--- src/rtl/log2_sched.sv ---
// Round-robin scheduler sharing one fixed-latency log2 core between REQUESTERS ports.
// Optional sticky protocol-error output err_o is enabled by defining LOG2_SCHED_ERR_EN.
module log2_sched #(
    parameter int REQUESTERS   = 4,
    parameter int INPUT_WIDTH  = 18,
    parameter int OUTPUT_WIDTH = 18,
    parameter int RESULT_DEPTH = 16,
    localparam int IDW = $clog2(REQUESTERS)
) (
    input  logic                             clock,
    input  logic                             reset,
`ifdef LOG2_SCHED_ERR_EN
    output logic                             err_o,
`endif
    input  logic [REQUESTERS*INPUT_WIDTH-1:0] req_data_i,
    input  logic [REQUESTERS-1:0]            req_valid_i,
    output logic [REQUESTERS-1:0]            req_ready_o,
    output logic [INPUT_WIDTH-1:0]           core_data_o,
    output logic                             core_valid_o,
    input  logic [OUTPUT_WIDTH-1:0]          core_log2_i,
    input  logic                             core_valid_i,
    output logic [OUTPUT_WIDTH-1:0]          res_log2_o,
    output logic [IDW-1:0]                   res_id_o,
    output logic                             res_valid_o,
    input  logic                             res_ready_i
);
    localparam int AW = $clog2(RESULT_DEPTH);
    localparam int CW = $clog2(RESULT_DEPTH + 1);
    localparam int RW = IDW + OUTPUT_WIDTH;
    localparam logic [IDW:0] NREQ = (IDW + 1)'(REQUESTERS);

    logic [CW-1:0]         credits;
    logic [IDW-1:0]        rr_ptr;
    logic [IDW-1:0]        grant_id;
    logic [IDW-1:0]        next_ptr;
    logic [IDW:0]          cand;
    logic [REQUESTERS-1:0] grant;
    logic                  grant_found;
    logic                  req_fire;
    logic                  res_fire;

    logic [IDW-1:0]        tag_mem [RESULT_DEPTH];
    logic [AW-1:0]         tag_wr;
    logic [AW-1:0]         tag_rd;
    logic [AW:0]           tag_cnt;
    logic                  tag_pop;

    logic [RW-1:0]         res_mem [RESULT_DEPTH];
    logic [AW-1:0]         res_wr;
    logic [AW-1:0]         res_rd;
    logic [AW:0]           res_cnt;
    logic [RW-1:0]         res_in;
    logic [RW-1:0]         out_data;
    logic                  out_load;
    logic                  bypass;
    logic                  res_wr_en;
    logic                  res_rd_en;

    // Round-robin search from rr_ptr upward with wrap; gated by registered credits only
    always_comb begin
        grant       = '0;
        grant_id    = '0;
        grant_found = 1'b0;
        cand        = '0;
        for (int j = 0; j < REQUESTERS; j++) begin
            cand = {1'b0, rr_ptr} + (IDW + 1)'(j);
            if (cand >= NREQ) begin
                cand = cand - NREQ;
            end else begin
                cand = cand;
            end
            if (!grant_found && (credits != '0) && req_valid_i[cand[IDW-1:0]]) begin
                grant[cand[IDW-1:0]] = 1'b1;
                grant_id             = cand[IDW-1:0];
                grant_found          = 1'b1;
            end else begin
                grant_found = grant_found;
            end
        end
    end

    // Ready is forced low while reset is asserted
    always_comb begin
        if (reset) begin
            req_ready_o = '0;
        end else begin
            req_ready_o = grant;
        end
    end

    assign req_fire = |req_ready_o;
    assign next_ptr = (grant_id == IDW'(REQUESTERS - 1)) ? '0 : grant_id + IDW'(1);
    assign res_fire = res_valid_o && res_ready_i;

    // Issue register towards the core and round-robin pointer
    always_ff @(posedge clock or posedge reset) begin
        if (reset) begin
            core_valid_o <= 1'b0;
            core_data_o  <= '0;
            rr_ptr       <= '0;
        end else begin
            core_valid_o <= req_fire;
            if (req_fire) begin
                core_data_o <= req_data_i[grant_id*INPUT_WIDTH +: INPUT_WIDTH];
                rr_ptr      <= next_ptr;
            end
        end
    end

    // Credit counter: one slot reserved per outstanding or buffered result
    always_ff @(posedge clock or posedge reset) begin
        if (reset) begin
            credits <= CW'(RESULT_DEPTH);
        end else begin
            case ({req_fire, res_fire})
                2'b10:   credits <= credits - CW'(1);
                2'b01:   credits <= credits + CW'(1);
                default: credits <= credits;
            endcase
        end
    end

    // A core return with no outstanding tag is stray and gets dropped here
    assign tag_pop = core_valid_i && (tag_cnt != '0);

    // Tag storage
    always_ff @(posedge clock) begin
        if (req_fire) begin
            tag_mem[tag_wr] <= grant_id;
        end
    end

    // Tag FIFO pointers
    always_ff @(posedge clock or posedge reset) begin
        if (reset) begin
            tag_wr  <= '0;
            tag_rd  <= '0;
            tag_cnt <= '0;
        end else begin
            if (req_fire) begin
                tag_wr <= tag_wr + AW'(1);
            end
            if (tag_pop) begin
                tag_rd <= tag_rd + AW'(1);
            end
            case ({req_fire, tag_pop})
                2'b10:   tag_cnt <= tag_cnt + (AW + 1)'(1);
                2'b01:   tag_cnt <= tag_cnt - (AW + 1)'(1);
                default: tag_cnt <= tag_cnt;
            endcase
        end
    end

    // Results go straight to the output register when the buffer is empty and the slot is free
    assign res_in    = {tag_mem[tag_rd], core_log2_i};
    assign out_load  = !res_valid_o || res_ready_i;
    assign bypass    = out_load && (res_cnt == '0);
    assign res_wr_en = tag_pop && !bypass;
    assign res_rd_en = out_load && (res_cnt != '0);

    // Result storage
    always_ff @(posedge clock) begin
        if (res_wr_en) begin
            res_mem[res_wr] <= res_in;
        end
    end

    // Result FIFO pointers and registered output stage
    always_ff @(posedge clock or posedge reset) begin
        if (reset) begin
            res_wr      <= '0;
            res_rd      <= '0;
            res_cnt     <= '0;
            res_valid_o <= 1'b0;
            out_data    <= '0;
        end else begin
            if (res_wr_en) begin
                res_wr <= res_wr + AW'(1);
            end
            if (res_rd_en) begin
                res_rd      <= res_rd + AW'(1);
                out_data    <= res_mem[res_rd];
                res_valid_o <= 1'b1;
            end else if (out_load) begin
                if (tag_pop) begin
                    out_data    <= res_in;
                    res_valid_o <= 1'b1;
                end else begin
                    res_valid_o <= 1'b0;
                end
            end
            case ({res_wr_en, res_rd_en})
                2'b10:   res_cnt <= res_cnt + (AW + 1)'(1);
                2'b01:   res_cnt <= res_cnt - (AW + 1)'(1);
                default: res_cnt <= res_cnt;
            endcase
        end
    end

    assign {res_id_o, res_log2_o} = out_data;

`ifdef LOG2_SCHED_ERR_EN
    logic stray;
    assign stray = core_valid_i && (tag_cnt == '0);

    // Sticky error on a core return with nothing outstanding
    always_ff @(posedge clock or posedge reset) begin
        if (reset) begin
            err_o <= 1'b0;
        end else if (stray) begin
            err_o <= 1'b1;
        end
    end
`endif

endmodule

--- config.mk ---
export PLATFORM = sky130hd
export DESIGN_NAME = log2_sched
export DESIGN_NICKNAME = d
export VERILOG_FILES = /design/src/rtl/log2_sched.sv
export SDC_FILE = /design/constraint.sdc
export NUM_CORES = 1
export LEC_CHECK = 0
export ABC_AREA = 1
export BUFFER_PORTS_ARGS = -buffer_cell sky130_fd_sc_hd__buf_2
export CAP_MARGIN = 25
export CORE_MARGIN = 4
export CORE_UTILIZATION = 60
export CTS_CLUSTER_SIZE = 20
export DETAILED_ROUTE_END_ITERATION = 7
export PLACE_DENSITY_LB_ADDON = 0.1
export SYNTH_ARGS = -nofsm -noshare
export SYNTH_HDL_FRONTEND = slang
export SYNTH_SLANG_ARGS = --single-unit
--- constraint.sdc ---
create_clock -name clock -period 4.62 [get_ports clock]
set_clock_uncertainty 0.2 [all_clocks]
set_input_delay 0.924 -clock clock [delete_from_list [all_inputs] [get_ports clock]]
set_output_delay 0.924 -clock clock [all_outputs]
set_load 0.05 [all_outputs]
==> impl_results.html, run 1 <==
<table>
<tr><th>Metric</th><th>Value</th></tr>
<tr><th colspan="2">Run status</th></tr>
<tr><td>Outcome</td><td>complete, no violations</td></tr>
<tr><th colspan="2">Route</th></tr>
<tr><td>Met2 routed wirelength</td><td>22.1 mm</td></tr>
<tr><td>Initial drt markers</td><td>1328</td></tr>
<tr><td>Highest routed metal layer</td><td>met4</td></tr>
<tr><td>Total routed wirelength</td><td>44.9 mm</td></tr>
<tr><td>Final ANT Viol Nets</td><td>0</td></tr>
<tr><td>Met3 WL post-DR</td><td>3.14 mm</td></tr>
<tr><td>DR vias</td><td>13000</td></tr>
<tr><td>Metal1 wirelength</td><td>18.5 mm</td></tr>
<tr><td>Post-detailed-route DRC marker count</td><td>0</td></tr>
<tr><td>Ratio of routed vias to standard cells</td><td>5.96</td></tr>
<tr><td>Total iterations of the first detailed-routing run</td><td>5</td></tr>
<tr><td>Routed wire length per instance</td><td>20.5 um</td></tr>
<tr><th colspan="2">CTS</th></tr>
<tr><td>H-tree level count</td><td>2</td></tr>
<tr><td>Largest buffer count on any clock path</td><td>3</td></tr>
<tr><td>Clk_lat worst skew</td><td>0.54 ns</td></tr>
<tr><td>CTS buffer count</td><td>43</td></tr>
<tr><td>Clock sink count</td><td>425</td></tr>
<tr><td>Hold buffer count at cts</td><td>0</td></tr>
<tr><td>CTS tree</td><td>built</td></tr>
<tr><td>Count of instances resized after the clock tree is built</td><td>0</td></tr>
<tr><td>Number of buffers inserted to repair setup after CTS</td><td>0</td></tr>
<tr><td>Clock input transition at the sequential cells of the worst setup and hold paths</td><td>0.06 ns</td></tr>
<tr><td>Clock root buffer master</td><td>clkbuf_16</td></tr>
<tr><th colspan="2">Setup path</th></tr>
<tr><td>Worst path depth</td><td>12</td></tr>
<tr><td>Endpoint of the worst register-to-register path</td><td>credits[4]$_DFFE_PP1P_</td></tr>
<tr><td>Cell at the slowest stage of the critical path</td><td>dfrtp_1</td></tr>
<tr><td>Crit path capture type</td><td>output port</td></tr>
<tr><td>Critical-path maximum fanout</td><td>11</td></tr>
<tr><td>CP delay by family, top</td><td>simple AND/OR/NAND/NOR gates</td></tr>
<tr><td>Cells on worst reg2reg path</td><td>22</td></tr>
<tr><td>Setup slack of the most critical reg-to-reg path</td><td>0.69 ns</td></tr>
<tr><td>Most frequent cell on the critical path</td><td>nand3_1</td></tr>
<tr><td>Arr. time, crit path</td><td>2.93 ns</td></tr>
<tr><td>Data required, critical path</td><td>3.50 ns</td></tr>
<tr><td>Number of buffer and inverter instances along the worst setup path</td><td>5</td></tr>
<tr><td>Critical path launch point type</td><td>flop</td></tr>
<tr><td>Series of cell instances along the critical path</td><td>inv_2, ha_1, inv_1, nand3_1, nand2_1, inv_2, nor2_8, nand3_1, nand3_1, nand2_1, inv_1, buf_2</td></tr>
<tr><td>Endpoint of the most critical setup path</td><td>req_ready_o[1]</td></tr>
<tr><td>Delay of the slowest critical-path stage</td><td>0.58 ns</td></tr>
<tr><td>Critical Setup Path Class</td><td>flop to output port</td></tr>
<tr><th colspan="2">Global route</th></tr>
<tr><td>Number of global-route vias before repair</td><td>12700</td></tr>
<tr><td>Number of antenna violations at the first check in global routing</td><td>0</td></tr>
<tr><td>Total gr overflow</td><td>0</td></tr>
<tr><td>All-Layer GR Usage</td><td>26.5%</td></tr>
<tr><td>Wire length of the first global-routing pass</td><td>70.4 mm</td></tr>
<tr><td>Pin count of the biggest net entering global routing</td><td>93</td></tr>
<tr><th colspan="2">Logic synthesis</th></tr>
<tr><td>Async set or reset register ratio after synthesis</td><td>17.2%</td></tr>
<tr><td>Cell taking the most area after synthesis</td><td>edfxtp_1</td></tr>
<tr><td>Gate count of the mapped netlist</td><td>1634</td></tr>
<tr><td>Synthesized area per cell</td><td>11.3 sq um</td></tr>
<tr><td>Count of warnings emitted by yosys</td><td>0</td></tr>
<tr><td>Post-synthesis sequential area ratio</td><td>66.9%</td></tr>
<tr><td>Share of the synthesized area in the top cell type</td><td>57.0%</td></tr>
<tr><td>Leading post-synthesis cells by instance count</td><td>edfxtp_1, nor2_1, nand2_1, o21ai_0, inv_1</td></tr>
<tr><td>Netlist area before placement</td><td>18500 sq um</td></tr>
<tr><td>Library cells used by synthesis</td><td>36</td></tr>
<tr><td>Primary FF master, synth</td><td>edfxtp_1</td></tr>
<tr><td>Synth top area cells</td><td>edfxtp_1, dfrtp_1, o21ai_0</td></tr>
<tr><td>Post-synthesis net count</td><td>1765</td></tr>
<tr><td>Number of register bits inferred by synthesis</td><td>425</td></tr>
<tr><td>Count of flip-flops with a built-in enable after synthesis</td><td>352</td></tr>
<tr><td>Count leader, synth</td><td>edfxtp_1</td></tr>
<tr><th colspan="2">STA</th></tr>
<tr><td>Setup repair after global routing missed its margin</td><td>false</td></tr>
<tr><td>Relative slew slack</td><td>33.1%</td></tr>
<tr><td>Worst-Margin Slew</td><td>1.00 ns</td></tr>
<tr><td>Final Cycle Share</td><td>87.8%</td></tr>
<tr><td>Endpoints failing setup</td><td>0</td></tr>
<tr><td>Achievable clock frequency</td><td>247 MHz</td></tr>
<tr><td>Final setup margin</td><td>0.564 ns</td></tr>
<tr><td>Post-layout minimum cycle time</td><td>4.06 ns</td></tr>
<tr><td>Sum of negative setup slack</td><td>0 ns</td></tr>
<tr><td>Hold slack final</td><td>0.269 ns</td></tr>
<tr><td>Final-report max-slew violation count</td><td>0</td></tr>
<tr><td>Final hold violations</td><td>0</td></tr>
<tr><th colspan="2">Cells and area</th></tr>
<tr><td>Utilization after layout</td><td>68.9%</td></tr>
<tr><td>Share of post-route cells with drive strength above 1</td><td>15.4%</td></tr>
<tr><td>Total inserted antenna cells</td><td>0</td></tr>
<tr><td>Layout-stage area growth over the synthesis result</td><td>13.3%</td></tr>
<tr><td>Layout net count</td><td>1888</td></tr>
<tr><th colspan="2">Place</th></tr>
<tr><td>Post-Place Worst Slack</td><td>0.747 ns</td></tr>
<tr><td>HPWL after detailed placement</td><td>26.2 mm</td></tr>
<tr><td>Final weighted congestion of routability-driven global placement</td><td>0.888</td></tr>
<tr><td>Port-buffer cells</td><td>141</td></tr>
<tr><th colspan="2">Pwr</th></tr>
<tr><td>Max VDD drop</td><td>0.667 mV</td></tr>
<tr><td>P_leak</td><td>8.05 nW</td></tr>
<tr><td>Areal power density over the cells</td><td>746 nW/um^2</td></tr>
<tr><th colspan="2">Floorplanning</th></tr>
<tr><td>Die X-Extent</td><td>184 um</td></tr>
<tr><td>Initial standard-cell utilization of the core</td><td>60.8%</td></tr>
<tr><td>Placement Rows</td><td>64</td></tr>
<tr><td>Std-Cell Core Area</td><td>30500 sq um</td></tr>
<tr><td>Die H</td><td>184 um</td></tr>
<tr><td>Die area</td><td>33800 sq um</td></tr>
<tr><td>I/O pins</td><td>142</td></tr>
<tr><th colspan="2">Worst hold path</th></tr>
<tr><td>Tightest Hold Check Type</td><td>flop to flop</td></tr>
<tr><th colspan="2">Flow run</th></tr>
<tr><td>Max-cap viol count</td><td>0</td></tr>
</table>
[report_power, final]
| part | switching, mW | total (mW) | internal, mW |
|---|---|---|---|
| clock network | 1.40 | 3.31 | 1.91 |
| logic | 4.87 | 6.86 | 1.98 |
| registers | 0.441 | 5.52 | 5.07 |
| total | 6.72 | 15.7 | 8.96 |
[stage by stage]
step | instances | area, sq um | power (mW)
floorplan | 1634 | 18500 | 10.6
finish | 2187 | 21000 | 15.7
CTS | 2187 | 21000 | 15.7
detailed placement | 2108 | 19700 | 12.4
global placement | 2108 | 19700 | 12.3
global route | 2187 | 21000 | 16.8
[cell type report]
class                   count  area, sq um
clock inverters            19          134
repair buffers            174          991
fillers                  2180         9500
inverters                  96          364
multi-input cells        1017         5400
well taps                 396          495
flip-flops and latches    425        12400
clock buffers              60         1220
[metal layers]
metal	global-route usage [%]	up-vias
met5	0	-
li1	-	6092
met2	44.1	536
met1	37.3	6325
met3	3.50	82
met4	7.22	0
[how the worst min path moves through the flow]
stage	end	slack, ns	cells past startpoint	startpoint
floorplan	res_cnt[4]$_DFFE_PP0P_	0.24	1	res_cnt[4]$_DFFE_PP0P_
global placement	core_data_o[8]$_DFFE_PP0P_	0.26	2	core_data_o[8]$_DFFE_PP0P_
detailed placement	core_data_o[14]$_DFFE_PP0P_	0.26	2	core_data_o[14]$_DFFE_PP0P_
CTS	tag_cnt[4]$_DFFE_PP0P_	0.27	1	tag_cnt[4]$_DFFE_PP0P_
global route	core_data_o[9]$_DFFE_PP0P_	0.29	2	core_data_o[9]$_DFFE_PP0P_
finish	tag_cnt[4]$_DFFE_PP0P_	0.27	1	tag_cnt[4]$_DFFE_PP0P_
[cell families (layout without fill, tap and decap cells)]
family,Yosys count,count (layout),synth area share (%)
buf+inv,192,349,4.26
simple gates,588,588,13.6
fa+ha+maj,33,33,2.35
compound gates,378,378,12.1
flops,425,425,66.9
xor+xnor,18,18,0.850
[flip-flops by register name (all words and copies together) (netlist names), 4 cells and up, named ones only]
signal / cells
res_mem: 320
tag_mem: 32
out_data: 20
core_data_o: 18
credits: 5
res_cnt: 5
tag_cnt: 5
res_rd: 4
res_wr: 4
tag_rd: 4
tag_wr: 4
[layout by cell type (no fill, tap or decap), drive strengths merged, types with 32 or more instances in the layout]
cell type	Yosys	routed
nand3	85	85
dfrtp	72	72
edfxtp	352	352
inv	94	95
clkbuf	71	60
nand3b	36	36
nand2	226	226
o211ai	32	32
a21oi	47	47
buf	25	174
o221ai	60	60
o21ai	209	209
nor2	231	231
Note: power is estimated with default switching activity, not from simulation.
==> inputs of run 2 (changes only) <==
Settings changed: ABC_AREA 1 to not set.
==> run 2 against run 1 <==
Against the previous run:
- first-iteration DRC count fell by 37%
- design area down 1.5%
- core utilization up 2.4 points
- hold slack worse by 0.11 ns
- worst setup slack worse by 0.33 ns
- synthesized area shrank 3.7%
- highest routed layer unchanged
==> impl_results.html, run 2 <==
<table>
<tr><th>Metric</th><th>Value</th></tr>
<tr><th colspan="2">Cells and area</th></tr>
<tr><td>Register containing the most flip-flops in the final layout</td><td>res_mem</td></tr>
<tr><td>Commonest non-fill, non-tap cell in the layout</td><td>edfxtp_1</td></tr>
<tr><td>Utilization after layout</td><td>71.3%</td></tr>
<tr><td>Flip-flop count of the largest register after layout</td><td>320</td></tr>
<tr><td>Total inserted antenna cells</td><td>0</td></tr>
<tr><td>Final standard cell count with taps included and fillers excluded</td><td>1565</td></tr>
<tr><td>Layout net count</td><td>1279</td></tr>
<tr><td>Highest-count cells in the layout ignoring fill and taps</td><td>edfxtp_1, buf_2, mux4_2, dfrtp_1, nand2_1</td></tr>
<tr><td>Share of post-route cells with drive strength above 1</td><td>33.4%</td></tr>
<tr><td>Layout-stage area growth over the synthesis result</td><td>15.8%</td></tr>
<tr><td>Biggest registers after layout</td><td>res_mem x320, tag_mem x32, out_data x20</td></tr>
<tr><th colspan="2">Logic synthesis</th></tr>
<tr><td>Async set or reset register ratio after synthesis</td><td>17.2%</td></tr>
<tr><td>Area fraction in compound gates after synthesis</td><td>3.43%</td></tr>
<tr><td>Xor and xnor area share after synthesis</td><td>1.42%</td></tr>
<tr><td>Library cells used by synthesis</td><td>48</td></tr>
<tr><td>Combinational family with the most area after synthesis</td><td>multiplexers</td></tr>
<tr><td>Post-synthesis share of cell area spent on and, or, nand and nor gates</td><td>4.48%</td></tr>
<tr><td>Netlist area before placement</td><td>17900 sq um</td></tr>
<tr><td>Gate count of the mapped netlist</td><td>977</td></tr>
<tr><td>Leading post-synthesis cells by instance count</td><td>edfxtp_1, mux4_2, dfrtp_1, nor2_1, nand2_1</td></tr>
<tr><td>Count of flip-flops with a built-in enable after synthesis</td><td>352</td></tr>
<tr><td>Cell taking the most area after synthesis</td><td>edfxtp_1</td></tr>
<tr><td>Count of warnings emitted by yosys</td><td>0</td></tr>
<tr><td>Post-synthesis sequential area ratio</td><td>69.4%</td></tr>
<tr><td>Count leader, synth</td><td>edfxtp_1</td></tr>
<tr><td>Area share of fa/ha/maj cells after synthesis</td><td>2.44%</td></tr>
<tr><td>Post-synthesis mux area share</td><td>17.1%</td></tr>
<tr><td>Primary FF master, synth</td><td>edfxtp_1</td></tr>
<tr><td>Number of register bits inferred by synthesis</td><td>425</td></tr>
<tr><td>Share of the synthesized area in the top cell type</td><td>59.2%</td></tr>
<tr><td>Synthesized area per cell</td><td>18.3 sq um</td></tr>
<tr><td>Post-synthesis net count</td><td>1108</td></tr>
<tr><td>Synth top area cells</td><td>edfxtp_1, mux4_2, dfrtp_1</td></tr>
<tr><th colspan="2">Floorplanning</th></tr>
<tr><td>Placement Rows</td><td>62</td></tr>
<tr><td>Initial standard-cell utilization of the core</td><td>61.6%</td></tr>
<tr><td>Die H</td><td>181 um</td></tr>
<tr><td>I/O pins</td><td>142</td></tr>
<tr><td>Std-Cell Core Area</td><td>29000 sq um</td></tr>
<tr><td>Die area</td><td>32600 sq um</td></tr>
<tr><td>Die X-Extent</td><td>181 um</td></tr>
<tr><th colspan="2">Place</th></tr>
<tr><td>Post-Place Worst Slack</td><td>0.276 ns</td></tr>
<tr><td>Placed instance count</td><td>1487</td></tr>
<tr><td>Port-buffer cells</td><td>141</td></tr>
<tr><td>HPWL after detailed placement</td><td>22.8 mm</td></tr>
<tr><td>Final weighted congestion of routability-driven global placement</td><td>0.818</td></tr>
<tr><th colspan="2">Pwr</th></tr>
<tr><td>Max VDD drop</td><td>0.454 mV</td></tr>
<tr><td>Internal Dissipation</td><td>9.48 mW</td></tr>
<tr><td>Clock group share of total power</td><td>23.0%</td></tr>
<tr><td>Combinational cell fraction of total power</td><td>38.4%</td></tr>
<tr><td>Share of total power in sequential cells</td><td>38.7%</td></tr>
<tr><td>P_leak</td><td>7.41 nW</td></tr>
<tr><td>Switching share of power</td><td>35.1%</td></tr>
<tr><td>Switching power summed over all nets</td><td>5.12 mW</td></tr>
<tr><td>Areal power density over the cells</td><td>706 nW/um^2</td></tr>
<tr><th colspan="2">CTS</th></tr>
<tr><td>Number of buffers inserted to repair setup after CTS</td><td>0</td></tr>
<tr><td>Clock sink count</td><td>425</td></tr>
<tr><td>Count of instances resized after the clock tree is built</td><td>0</td></tr>
<tr><td>H-tree level count</td><td>2</td></tr>
<tr><td>Clk_lat worst skew</td><td>0.53 ns</td></tr>
<tr><td>Largest buffer count on any clock path</td><td>3</td></tr>
<tr><td>CTS buffer count</td><td>42</td></tr>
<tr><td>CTS tree</td><td>built</td></tr>
<tr><td>Clock root buffer master</td><td>clkbuf_16</td></tr>
<tr><td>Hold buffer count at cts</td><td>0</td></tr>
<tr><td>Clock input transition at the sequential cells of the worst setup and hold paths</td><td>0.06 ns</td></tr>
<tr><th colspan="2">Setup path</th></tr>
<tr><td>Data required, critical path</td><td>3.50 ns</td></tr>
<tr><td>CP delay by family, top</td><td>simple AND/OR/NAND/NOR gates</td></tr>
<tr><td>Delay of the slowest critical-path stage</td><td>0.61 ns</td></tr>
<tr><td>Number of buffer and inverter instances along the worst setup path</td><td>2</td></tr>
<tr><td>Critical path launch point type</td><td>flop</td></tr>
<tr><td>Critical-path maximum fanout</td><td>7</td></tr>
<tr><td>Cell at the slowest stage of the critical path</td><td>mux4_2</td></tr>
<tr><td>Worst path depth</td><td>7</td></tr>
<tr><td>Arr. time, crit path</td><td>3.26 ns</td></tr>
<tr><td>Critical Setup Path Class</td><td>flop to output port</td></tr>
<tr><td>Crit path capture type</td><td>output port</td></tr>
<tr><td>Series of cell instances along the critical path</td><td>inv_1, ha_1, mux4_2, or2_1, nor4b_2, a221o_2, buf_2</td></tr>
<tr><td>Cells on worst reg2reg path</td><td>15</td></tr>
<tr><th colspan="2">Global route</th></tr>
<tr><td>Number of global-route vias before repair</td><td>9922</td></tr>
<tr><td>Total gr overflow</td><td>0</td></tr>
<tr><td>Number of antenna violations at the first check in global routing</td><td>0</td></tr>
<tr><td>Wire length of the first global-routing pass</td><td>58.5 mm</td></tr>
<tr><td>All-Layer GR Usage</td><td>23.2%</td></tr>
<tr><td>Pin count of the biggest net entering global routing</td><td>52</td></tr>
<tr><th colspan="2">STA</th></tr>
<tr><td>Achievable clock frequency</td><td>228 MHz</td></tr>
<tr><td>Sum of negative setup slack</td><td>0 ns</td></tr>
<tr><td>Final Cycle Share</td><td>94.8%</td></tr>
<tr><td>Worst-Margin Slew</td><td>0.887 ns</td></tr>
<tr><td>Endpoints failing setup</td><td>0</td></tr>
<tr><td>Final-report max-slew violation count</td><td>0</td></tr>
<tr><td>Final setup margin</td><td>0.239 ns</td></tr>
<tr><td>Post-layout minimum cycle time</td><td>4.38 ns</td></tr>
<tr><td>Final hold violations</td><td>0</td></tr>
<tr><td>Relative slew slack</td><td>40.8%</td></tr>
<tr><td>Setup repair after global routing missed its margin</td><td>false</td></tr>
<tr><th colspan="2">Worst hold path</th></tr>
<tr><td>Tightest Hold Check Type</td><td>input port to async pin</td></tr>
<tr><th colspan="2">Route</th></tr>
<tr><td>Total iterations of the first detailed-routing run</td><td>5</td></tr>
<tr><td>Post-detailed-route DRC marker count</td><td>0</td></tr>
<tr><td>Initial drt markers</td><td>841</td></tr>
<tr><td>Total routed wirelength</td><td>37.3 mm</td></tr>
<tr><td>Final ANT Viol Nets</td><td>0</td></tr>
<tr><td>Routed wire length per instance</td><td>23.8 um</td></tr>
<tr><td>DR vias</td><td>9555</td></tr>
<tr><td>Ratio of routed vias to standard cells</td><td>6.11</td></tr>
<tr><th colspan="2">Run status</th></tr>
<tr><td>Outcome</td><td>complete, no violations</td></tr>
<tr><th colspan="2">Flow run</th></tr>
<tr><td>Max-cap viol count</td><td>0</td></tr>
</table>
-- run 2: cell count changes after synthesis, moves of 32 or more --
cell      before  now
o21ai_0      208   11
nand2_1      219   50
nor2_1       229   60
mux4_2         0  114
nand3_1       85    1
inv_1         90   20
o221ai_1      60    0
clkbuf_1      71   23
nand3b_1      36    4
-- run 2: cell type report --
class | instances | area, sq um
Fill cell | 1813 | 8320
Tap cell | 384 | 480
Multi-Input combinational cell | 481 | 5210
Clock inverter | 15 | 149
Inverter | 21 | 80.1
Sequential cell | 425 | 12400
Timing Repair Buffer | 177 | 1150
Clock buffer | 62 | 1220
-- run 2: routing by layer --
| layer | up-vias | routed length, um | global-route usage, % | share of wire, % |
|---|---|---|---|---|
| met4 | 0 | 861 | 5.75 | 2.3 |
| met1 | 4886 | 15000 | 33.6 | 40 |
| met2 | 394 | 18700 | 37.9 | 50 |
| met5 | - | 0 | 0 | 0 |
| met3 | 69 | 2640 | 3.79 | 7.1 |
| li1 | 4206 | - | - | - |
-- run 2: per-stage QoR --
| step | total power [mW] | hold slack, ns | cell area, sq um |
|---|---|---|---|
| after floorplan | 9.93 | 0.243 | 17900 |
| after global placement | 11.2 | 0.255 | 19300 |
| after detailed placement | 11.3 | 0.264 | 19300 |
| after CTS | 14.7 | 0.153 | 20700 |
| after global routing | 15.4 | 0.176 | 20700 |
| final | 14.6 | 0.157 | 20700 |
-- run 2: cell families (layout without fill, tap and decap cells) --
| family | count (synthesis) | after routing |
|---|---|---|
| AO/OA/AOI/OAI | 96 | 96 |
| XOR/XNOR | 29 | 29 |
| adder cells (fa/ha/maj) | 33 | 33 |
| buffers and inverters | 71 | 275 |
| flip-flops | 425 | 425 |
| multiplexers | 159 | 159 |
| AND/OR/NAND/NOR | 164 | 164 |
-- run 2: worst paths after layout --
check	start	to	slack [ns]
worst max-delay path	flop	req_ready_o[1]	0.24
worst min-delay path	reset	credits[0]$_DFFE_PP0P_	0.16
worst max register to register	flop	credits[4]$_DFFE_PP1P_	0.45
worst min register to register	core_data_o[2]$_DFFE_PP0P_	core_data_o[2]$_DFFE_PP0P_	0.27
max in group asynchronous	reset	res_rd[1]$_DFFE_PP0P_	3.26
min in group clock	core_data_o[2]$_DFFE_PP0P_	core_data_o[2]$_DFFE_PP0P_	0.27
-- run 2: power by group through the flow --
stage	sequential [mW]	clock [mW]	combinational (mW)
2_1_floorplan	5.95	0	3.98
3_3_place_gp	5.72	0	5.47
3_5_place_dp	5.75	0	5.59
4_1_cts	5.69	3.39	5.60
5_1_grt	5.75	3.58	6.09
6_report	5.64	3.35	5.60
==> inputs of run 3 (changes only) <==
Settings changed: CELL_PAD_IN_SITES_DETAIL_PLACEMENT set to 1, CELL_PAD_IN_SITES_GLOBAL_PLACEMENT set to 1, CORE_UTILIZATION 60 to 52.
==> run 3 against run 2 <==
Against the previous run:
- non-clock buffer count grew 7
- via count rose by 1.7%
- sequential share of layout area fell by 0.27 points
- hold slack improved by 0.11 ns
- critical path depth stayed put
- first-iteration DRC count decreased by 0.71%
- count of clock-buffer cells in the layout decreased by 8
- core utilization is 9.6 points lower
- clock power increased by 6.3%
- worst setup slack worse by 0.029 ns
- largest power group is now combinational logic
==> impl_results.html, run 3 (synthesis results as in run 2) <==
<table>
<tr><th>Metric</th><th>Value</th></tr>
<tr><th colspan="2">Run status</th></tr>
<tr><td>Outcome</td><td>complete, no violations</td></tr>
<tr><th colspan="2">Place</th></tr>
<tr><td>Port-buffer cells</td><td>141</td></tr>
<tr><td>Placed instance area</td><td>19300 sq um</td></tr>
<tr><td>Final weighted congestion of routability-driven global placement</td><td>0.772</td></tr>
<tr><td>Placed instance count</td><td>1558</td></tr>
<tr><td>Post-Place Worst Slack</td><td>0.176 ns</td></tr>
<tr><td>HPWL after detailed placement</td><td>27.8 mm</td></tr>
<tr><th colspan="2">STA</th></tr>
<tr><td>Final Cycle Share</td><td>95.5%</td></tr>
<tr><td>Hold slack final</td><td>0.271 ns</td></tr>
<tr><td>Final setup margin</td><td>0.210 ns</td></tr>
<tr><td>Relative slew slack</td><td>33.6%</td></tr>
<tr><td>Achievable clock frequency</td><td>227 MHz</td></tr>
<tr><td>Post-layout minimum cycle time</td><td>4.41 ns</td></tr>
<tr><td>Worst-Margin Slew</td><td>0.996 ns</td></tr>
<tr><td>Sum of negative setup slack</td><td>0 ns</td></tr>
<tr><td>Setup repair after global routing missed its margin</td><td>false</td></tr>
<tr><td>Final hold violations</td><td>0</td></tr>
<tr><td>Final-report max-slew violation count</td><td>0</td></tr>
<tr><td>Endpoints failing setup</td><td>0</td></tr>
<tr><th colspan="2">Setup path</th></tr>
<tr><td>Crit path capture type</td><td>output port</td></tr>
<tr><td>Critical path launch point type</td><td>flop</td></tr>
<tr><td>Data required, critical path</td><td>3.50 ns</td></tr>
<tr><td>Critical-path maximum fanout</td><td>7</td></tr>
<tr><td>Setup slack of the most critical reg-to-reg path</td><td>0.38 ns</td></tr>
<tr><td>Cell at the slowest stage of the critical path</td><td>mux4_2</td></tr>
<tr><td>CP delay by family, top</td><td>simple AND/OR/NAND/NOR gates</td></tr>
<tr><td>Delay of the slowest critical-path stage</td><td>0.61 ns</td></tr>
<tr><td>Series of cell instances along the critical path</td><td>inv_1, ha_1, mux4_2, or2_1, nor4b_4, a221o_2, buf_2</td></tr>
<tr><td>Critical Setup Path Class</td><td>flop to output port</td></tr>
<tr><td>Number of buffer and inverter instances along the worst setup path</td><td>2</td></tr>
<tr><td>Arr. time, crit path</td><td>3.29 ns</td></tr>
<tr><th colspan="2">Route</th></tr>
<tr><td>Met2 routed wirelength</td><td>23.0 mm</td></tr>
<tr><td>Initial drt markers</td><td>835</td></tr>
<tr><td>Ratio of routed vias to standard cells</td><td>5.92</td></tr>
<tr><td>Post-detailed-route DRC marker count</td><td>0</td></tr>
<tr><td>Metal1 wirelength</td><td>17.0 mm</td></tr>
<tr><td>Met3 WL post-DR</td><td>2.39 mm</td></tr>
<tr><td>Final ANT Viol Nets</td><td>0</td></tr>
<tr><td>Routed wire length per instance</td><td>26.3 um</td></tr>
<tr><td>Total iterations of the first detailed-routing run</td><td>5</td></tr>
<tr><td>Total routed wirelength</td><td>43.2 mm</td></tr>
<tr><td>Highest routed metal layer</td><td>met5</td></tr>
<tr><td>DR vias</td><td>9718</td></tr>
<tr><th colspan="2">Cells and area</th></tr>
<tr><td>Final standard cell count with taps included and fillers excluded</td><td>1641</td></tr>
<tr><td>Highest-count cells in the layout ignoring fill and taps</td><td>edfxtp_1, buf_2, mux4_2, dfrtp_1, nand2_1</td></tr>
<tr><td>Register containing the most flip-flops in the final layout</td><td>res_mem</td></tr>
<tr><td>Layout-stage area growth over the synthesis result</td><td>16.4%</td></tr>
<tr><td>Commonest non-fill, non-tap cell in the layout</td><td>edfxtp_1</td></tr>
<tr><td>Total non-filler cell area in the finished layout</td><td>20800 sq um</td></tr>
<tr><td>Total inserted antenna cells</td><td>0</td></tr>
<tr><td>Biggest registers after layout</td><td>res_mem x320, tag_mem x32, out_data x20</td></tr>
<tr><td>Utilization after layout</td><td>61.7%</td></tr>
<tr><td>Fill count</td><td>3009</td></tr>
<tr><td>Layout net count</td><td>1288</td></tr>
<tr><td>Share of post-route cells with drive strength above 1</td><td>34.3%</td></tr>
<tr><td>Flip-flop count of the largest register after layout</td><td>320</td></tr>
<tr><th colspan="2">Pwr</th></tr>
<tr><td>Combinational cell fraction of total power</td><td>38.1%</td></tr>
<tr><td>Clock group share of total power</td><td>23.8%</td></tr>
<tr><td>Post-layout power</td><td>14.9 mW</td></tr>
<tr><td>Internal Dissipation</td><td>9.59 mW</td></tr>
<tr><td>Share of total power in sequential cells</td><td>38.0%</td></tr>
<tr><td>Areal power density over the cells</td><td>719 nW/um^2</td></tr>
<tr><td>Switching power summed over all nets</td><td>5.35 mW</td></tr>
<tr><td>Max VDD drop</td><td>0.644 mV</td></tr>
<tr><td>Switching share of power</td><td>35.8%</td></tr>
<tr><td>P_leak</td><td>7.46 nW</td></tr>
<tr><th colspan="2">CTS</th></tr>
<tr><td>Count of instances resized after the clock tree is built</td><td>0</td></tr>
<tr><td>CTS tree</td><td>built</td></tr>
<tr><td>Clk_lat worst skew</td><td>0.53 ns</td></tr>
<tr><td>Clock root buffer master</td><td>clkbuf_16</td></tr>
<tr><td>Hold buffer count at cts</td><td>0</td></tr>
<tr><td>CTS buffer count</td><td>44</td></tr>
<tr><td>H-tree level count</td><td>2</td></tr>
<tr><td>Clock input transition at the sequential cells of the worst setup and hold paths</td><td>0.06 ns</td></tr>
<tr><td>Largest buffer count on any clock path</td><td>3</td></tr>
<tr><td>Number of buffers inserted to repair setup after CTS</td><td>0</td></tr>
<tr><td>Clock sink count</td><td>425</td></tr>
<tr><th colspan="2">Floorplanning</th></tr>
<tr><td>Die area</td><td>37400 sq um</td></tr>
<tr><td>Die X-Extent</td><td>193 um</td></tr>
<tr><td>Initial standard-cell utilization of the core</td><td>53.0%</td></tr>
<tr><td>Placement Rows</td><td>67</td></tr>
<tr><td>I/O pins</td><td>142</td></tr>
<tr><td>Std-Cell Core Area</td><td>33700 sq um</td></tr>
<tr><td>Die H</td><td>193 um</td></tr>
<tr><th colspan="2">Global route</th></tr>
<tr><td>Total gr overflow</td><td>0</td></tr>
<tr><td>Pin count of the biggest net entering global routing</td><td>52</td></tr>
<tr><td>Number of global-route vias before repair</td><td>10800</td></tr>
<tr><td>Number of antenna violations at the first check in global routing</td><td>1</td></tr>
<tr><td>All-Layer GR Usage</td><td>23.5%</td></tr>
<tr><td>Wire length of the first global-routing pass</td><td>67.7 mm</td></tr>
<tr><th colspan="2">Worst hold path</th></tr>
<tr><td>Tightest Hold Check Type</td><td>flop to flop</td></tr>
<tr><th colspan="2">Flow run</th></tr>
<tr><td>Max-cap viol count</td><td>0</td></tr>
</table>
run 3: cell count changes in the layout (fill, tap and decap cells not counted), moves of 3 or more:
cell	previous run	this run
buf_12	12	1
buf_4	23	41
bufinv_16	3	6
clkbuf_1	13	9
clkbuf_8	5	0
clkinv_1	5	9
clkinv_2	8	11
run 3: path summary, 6_finish.rpt:
check,startpoint,end,depth (start not counted)
setup / recovery,flop,req_ready_o[3],7
hold / removal,res_cnt[4]$_DFFE_PP0P_,res_cnt[4]$_DFFE_PP0P_,1
setup reg to reg,flop,credits[4]$_DFFE_PP1P_,15
hold reg to reg,res_cnt[4]$_DFFE_PP0P_,res_cnt[4]$_DFFE_PP0P_,1
max in group asynchronous,reset,res_rd[0]$_DFFE_PP0P_,3
min in group asynchronous,reset,credits[0]$_DFFE_PP0P_,2
run 3: final cells by class:
cell class	instances	area, sq um	area share (%)
sequential	425	12400	59.7
tap	448	561	2.70
clock inverter	28	293	1.41
multi-input combinational	481	5220	25.1
clock buffer	54	1160	5.58
inverter	21	80.1	0.385
timing repair buffer	184	1060	5.10
run 3: layer usage:
metal  vias up  global-route usage (%)
met1      5135                    30.5
met4         2                    4.59
li1       4220                       -
met2       301                    41.8
met5         -                       0
met3        60                    4.64
run 3: power by group through the flow:
stage                     combinational [mW]  clock (mW)  sequential (mW)
final                                   5.70        3.56             5.68
after global routing                    6.23        3.82             5.78
after CTS                               5.76        3.63             5.70
after detailed placement                5.72           0             5.76
after global placement                  5.56           0             5.72
after floorplan                         3.98           0             5.95
